<file path="src/rtl/seq_divider_4bit.sv">
// Iterative restoring divider: unsigned dividend / divisor, one quotient bit
// per clock, MSB first, with a start/done handshake.
//
// state  | meaning
// -------+--------------------------------------------------------------
// S_IDLE | waiting for start; operands latched on an accepted request
// S_RUN  | one shift/trial-subtract iteration per clock, WIDTH in total
// S_DONE | results valid, done pulses for one cycle, then back to IDLE
module seq_divider_4bit #(
  parameter int WIDTH = 4
) (
  input  logic             clk,
  input  logic             rst_n,
  input  logic             start,
  input  logic [WIDTH-1:0] dividend,
  input  logic [WIDTH-1:0] divisor,
  output logic             busy,
  output logic             done,
  output logic [WIDTH-1:0] quotient,
  output logic [WIDTH-1:0] remainder,
  output logic             div_by_zero
);

  localparam int CW = $clog2(WIDTH + 1);

  typedef enum logic [1:0] {
    S_IDLE,
    S_RUN,
    S_DONE
  } state_t;

  state_t state, state_nxt;

  logic [WIDTH:0]   p_reg;
  logic [WIDTH-1:0] q_reg;
  logic [WIDTH-1:0] dsr_reg;
  logic [CW-1:0]    count;

  // The shift is done one bit wider than P so that every bit of P feeds the
  // trial subtract; the top bit of the difference is then the borrow.
  logic [WIDTH+1:0] shifted;
  logic [WIDTH+1:0] trial;
  logic [WIDTH:0]   p_nxt;
  logic [WIDTH-1:0] q_nxt;
  logic             last_iter;

  // One restoring-division step: shift {P,Q}, trial subtract, keep or restore.
  always_comb begin
    shifted   = {p_reg, q_reg[WIDTH-1]};
    trial     = shifted - {2'b00, dsr_reg};
    p_nxt     = trial[WIDTH:0];
    q_nxt     = {q_reg[WIDTH-2:0], 1'b1};
    if (trial[WIDTH+1]) begin
      p_nxt = shifted[WIDTH:0];
      q_nxt = {q_reg[WIDTH-2:0], 1'b0};
    end
    last_iter = (count == CW'(WIDTH - 1));
  end

  // State register.
  always_ff @(posedge clk or negedge rst_n) begin
    if (!rst_n) begin
      state <= S_IDLE;
    end else begin
      state <= state_nxt;
    end
  end

  // Next-state logic; a zero divisor skips RUN entirely.
  always_comb begin
    state_nxt = state;
    case (state)
      S_IDLE: begin
        if (start) begin
          state_nxt = (divisor == '0) ? S_DONE : S_RUN;
        end
      end
      S_RUN: begin
        if (last_iter) begin
          state_nxt = S_DONE;
        end
      end
      S_DONE:  state_nxt = S_IDLE;
      default: state_nxt = S_IDLE;
    endcase
  end

  // Datapath: operand capture, iteration, and result registers that only
  // change on entry to DONE.
  always_ff @(posedge clk or negedge rst_n) begin
    if (!rst_n) begin
      p_reg       <= '0;
      q_reg       <= '0;
      dsr_reg     <= '0;
      count       <= '0;
      quotient    <= '0;
      remainder   <= '0;
      div_by_zero <= 1'b0;
    end else begin
      case (state)
        S_IDLE: begin
          if (start) begin
            dsr_reg <= divisor;
            q_reg   <= dividend;
            p_reg   <= '0;
            count   <= '0;
            if (divisor == '0) begin
              quotient    <= '1;
              remainder   <= dividend;
              div_by_zero <= 1'b1;
            end
          end
        end
        S_RUN: begin
          p_reg <= p_nxt;
          q_reg <= q_nxt;
          count <= count + CW'(1);
          if (last_iter) begin
            quotient    <= q_nxt;
            remainder   <= p_nxt[WIDTH-1:0];
            div_by_zero <= 1'b0;
          end
        end
        default: ;
      endcase
    end
  end

  assign busy = (state == S_RUN);
  assign done = (state == S_DONE);

endmodule
</file>
<file path="config.mk">
export PLATFORM = sky130hd
export DESIGN_NAME = seq_divider_4bit
export DESIGN_NICKNAME = d
export VERILOG_FILES = /design/src/rtl/seq_divider_4bit.sv
export SDC_FILE = /design/constraint.sdc
export NUM_CORES = 1
export LEC_CHECK = 0
export ABC_AREA = 1
export CAP_MARGIN = 20
export CORE_MARGIN = 3
export CORE_UTILIZATION = 23
export CTS_CLUSTER_SIZE = 24
export DETAILED_ROUTE_END_ITERATION = 10
export PLACE_DENSITY = 0.4
export SETUP_SLACK_MARGIN = 0.5
export SLEW_MARGIN = 20
export SYNTH_ARGS = -nofsm -noshare
export SYNTH_HDL_FRONTEND = slang
export SYNTH_SLANG_ARGS = --single-unit
</file>
<file path="constraint.sdc">
create_clock -name clk -period 1.5 [get_ports clk]
set_input_delay 0.15 -clock clk [delete_from_list [all_inputs] [get_ports clk]]
set_output_delay 0.15 -clock clk [all_outputs]
set_load 0.1 [all_outputs]
</file>
==> results.sh <==
export IMPL_whs_ns=0.244
export IMPL_yosys_area_top_type="dfrtp_1"
export IMPL_seqCellArea_um2=688
export IMPL_ys_seq_area_share_pct=48.0
export IMPL_fp_dieW_um=84.2
export IMPL_post_route_period_util_pct=108
export IMPL_die_y_um=84.2
export IMPL_drive_gt1_share_pct=56.7
export IMPL_port_buffer_count=21
export IMPL_top_layer="met4"
export IMPL_n_fill_cell=519
export IMPL_syn2layout_area_growth_pct=87.5
export IMPL_ys_types=25
export IMPL_yosysWarnings=0
export IMPL_design_die_area_um2=7090
export IMPL_wl_met2_um=2140
export IMPL_dr_pass1_iters=4
export IMPL_insertion_delay_ns=0.28
export IMPL_syn_avg_cell_area_um2=8.63
export IMPL_multi_input_area_um2=896
export IMPL_largest_reg_flops=5
export IMPL_drt_iter0_drc=83
export IMPL_slew_viol_final=0
export IMPL_synth_edf_count=0
export IMPL_start_util_pct=24.6
export IMPL_cap_violations=0
export IMPL_grt_pass1_vias=1375
export IMPL_cts_hold_buf=0
export IMPL_synth_most_common_cell="nand2_1"
export IMPL_antenna_cells=0
export IMPL_syn_inst=163
export IMPL_nNetsFinal=257
export IMPL_num_vias=1410
export IMPL_cts_buffers_inserted=3
export IMPL_violations="setup timing"
export IMPL_htree_levels=1
export IMPL_synth_area_um2=1410
export IMPL_finalWorstSetupSlack_ns=-0.120
export IMPL_met1_length_um=1890
export IMPL_clock_skew_ns=0.00970
export IMPL_rows=27
export IMPL_grt_pass1_wl_um=6750
export IMPL_cts_clk_slew_worst_paths_ns=0.11
export IMPL_ys_ff_latch=27
export IMPL_rsz0062_at_grt="true"
export IMPL_finalCriticalPeriod_ns=1.62
export IMPL_finalHoldViolCount=0
export IMPL_min_path_type="input pin to asynchronous set/reset pin"
export IMPL_yosysTopAreaCellShare_pct=48.0
export IMPL_pin_count=22
export IMPL_detail_route_antenna_nets=0
export IMPL_overflow=0
export IMPL_cp_data_required_time_ns=1.68
export IMPL_cts_root_buf="clkbuf_8"
export IMPL_fmax_mhz=617
export IMPL_place_hpwl_um=2830
export IMPL_stdcell_count=310
export IMPL_crit_path_start_kind="flop"
export IMPL_cts_tree="built"
export IMPL_grt_start_max_net_pins=28
export IMPL_wl_per_cell_um=13.7
export IMPL_drc_errors=0
export IMPL_vias_per_cell=4.55
export IMPL_crit_type="flop to flop"
export IMPL_drt_total_wl_um=4250
export IMPL_core_um2=5710
export IMPL_path_max_fanout=2
export IMPL_status="finished with violations"
export IMPL_setup_viol_count_final=8
export IMPL_synthTopCellsByCount="34 x nand2_1, 27 x dfrtp_1, 22 x inv_1"
export IMPL_worstMarginPinSlew_ns=0.373
export IMPL_synth_ff_type="dfrtp_1"
export IMPL_relSlewSlack_pct=75.2
export IMPL_gp_congestion=0.817
export IMPL_synth_fp_nets=181
export IMPL_antenna_found_initial=0
export IMPL_async_flop_share_pct=100
export IMPL_cts_sinks=27
export IMPL_synthTopCellsByArea="dfrtp_1 48%, nand2_1 9.1%, inv_1 5.9%"
export IMPL_dp_cells=277
export IMPL_track_usage_pct=11.7
export IMPL_wl_met3_um=184
export IMPL_cp_arrival_ns=1.80
export IMPL_cp_end_kind="flop"
export IMPL_clock_path_buffers=2
## placed cells by master (no fill, tap or decap), types with 2 or more instances in the layout
master,Yosys,routed
a31oi_1,2,2
inv_1,22,17
o21ai_1,0,5
clkbuf_8,0,3
a21oi_2,1,3
clkdlybuf4s50_1,0,10
buf_12,0,14
nand4_1,8,8
ha_4,0,4
or2_1,4,4
nor2_2,0,2
nand3_1,14,9
o21ai_2,0,3
inv_2,3,4
nand3_4,0,2
nand3_2,0,3
buf_4,0,39
dfrtp_1,27,17
nor2_1,9,3
a21oi_1,8,5
buf_6,1,11
o22ai_2,0,3
xor2_1,2,2
nor2_4,1,5
inv_4,0,2
nand2_4,0,9
nand2_2,1,9
dfrtp_2,0,10
nand2_1,34,17
## worst max-delay path, cell delays in order (launching register included)
cell	delay, ns
dfrtp_1	0.41
inv_2	0.08
ha_4	0.12
inv_2	0.04
fa_2	0.35
nand3_2	0.09
nand2_2	0.05
xor2_1	0.14
nand3_1	0.07
nand2_1	0.06
nand2_1	0.05
o21ai_1	0.06
## metal layers
| layer | vias up | GRT usage, % |
|---|---|---|
| met1 | 683 | 15.5 |
| met5 | - | 0 |
| met2 | 30 | 19.4 |
| li1 | 693 | - |
| met3 | 4 | 2.85 |
| met4 | 0 | 2.63 |
## final cells by class
class	count	share of cell area, %
Clock inverter	1	0.285
Timing Repair Buffer	74	30.2
Tap cell	72	3.42
Clock buffer	3	1.57
Sequential cell	27	26.1
Inverter	25	4.41
Multi-Input combinational cell	108	34.0
## repair_timing
action | CTS | global route
cloned | 0 | 0
buffers inserted | 14 | 15
gates resized for setup | 62 | 21
pin swaps | 19 | 15
setup endpoints to repair | 38 | 38
## per-stage QoR
stage	utilization, %	setup slack, ns	setup TNS (ns)	instance area (µm²)
2_1_floorplan	-	-0.0245	-0.0245	1490
3_3_place_gp	35.7	-0.146	-0.861	2040
3_5_place_dp	35.7	-0.161	-0.981	2040
4_1_cts	42.7	-0.150	-0.319	2440
5_1_grt	46.2	-0.231	-1.83	2640
6_report	46.2	-0.120	-0.529	2640
## logic make-up (layout without fill, tap and decap cells)
kind of cell	count (synthesis)	after routing	synth area share, %
xor+xnor	2	2	1.25
fa+ha+maj	7	7	6.76
compound gates	27	27	12.2
flops	27	27	48.0
buf+inv	28	103	8.19
simple gates	72	72	23.6
## final timing paths
kind | startpoint | end | slack (ns) | cells after the start
hold / removal | rst_n | remainder[3]$_DFFE_PN0P_ | 0.24 | 2
hold reg to reg | quotient[0]$_DFFE_PN0P_ | quotient[0]$_DFFE_PN0P_ | 0.55 | 2
setup / recovery | q_reg[3]$_DFFE_PN0P_ | p_reg[4]$_DFFE_PN0P_ | -0.12 | 11
max in group asynchronous | rst_n | quotient[3]$_DFFE_PN0P_ | 0.95 | 2
min in group clk | divisor[2] | dsr_reg[2]$_DFFE_PN0P_ | 0.45 | 3
setup reg to reg | q_reg[3]$_DFFE_PN0P_ | p_reg[4]$_DFFE_PN0P_ | -0.12 | 11
Power is not shown: default switching activity piles up to over one toggle a cycle in this logic, so the estimate is an artifact.
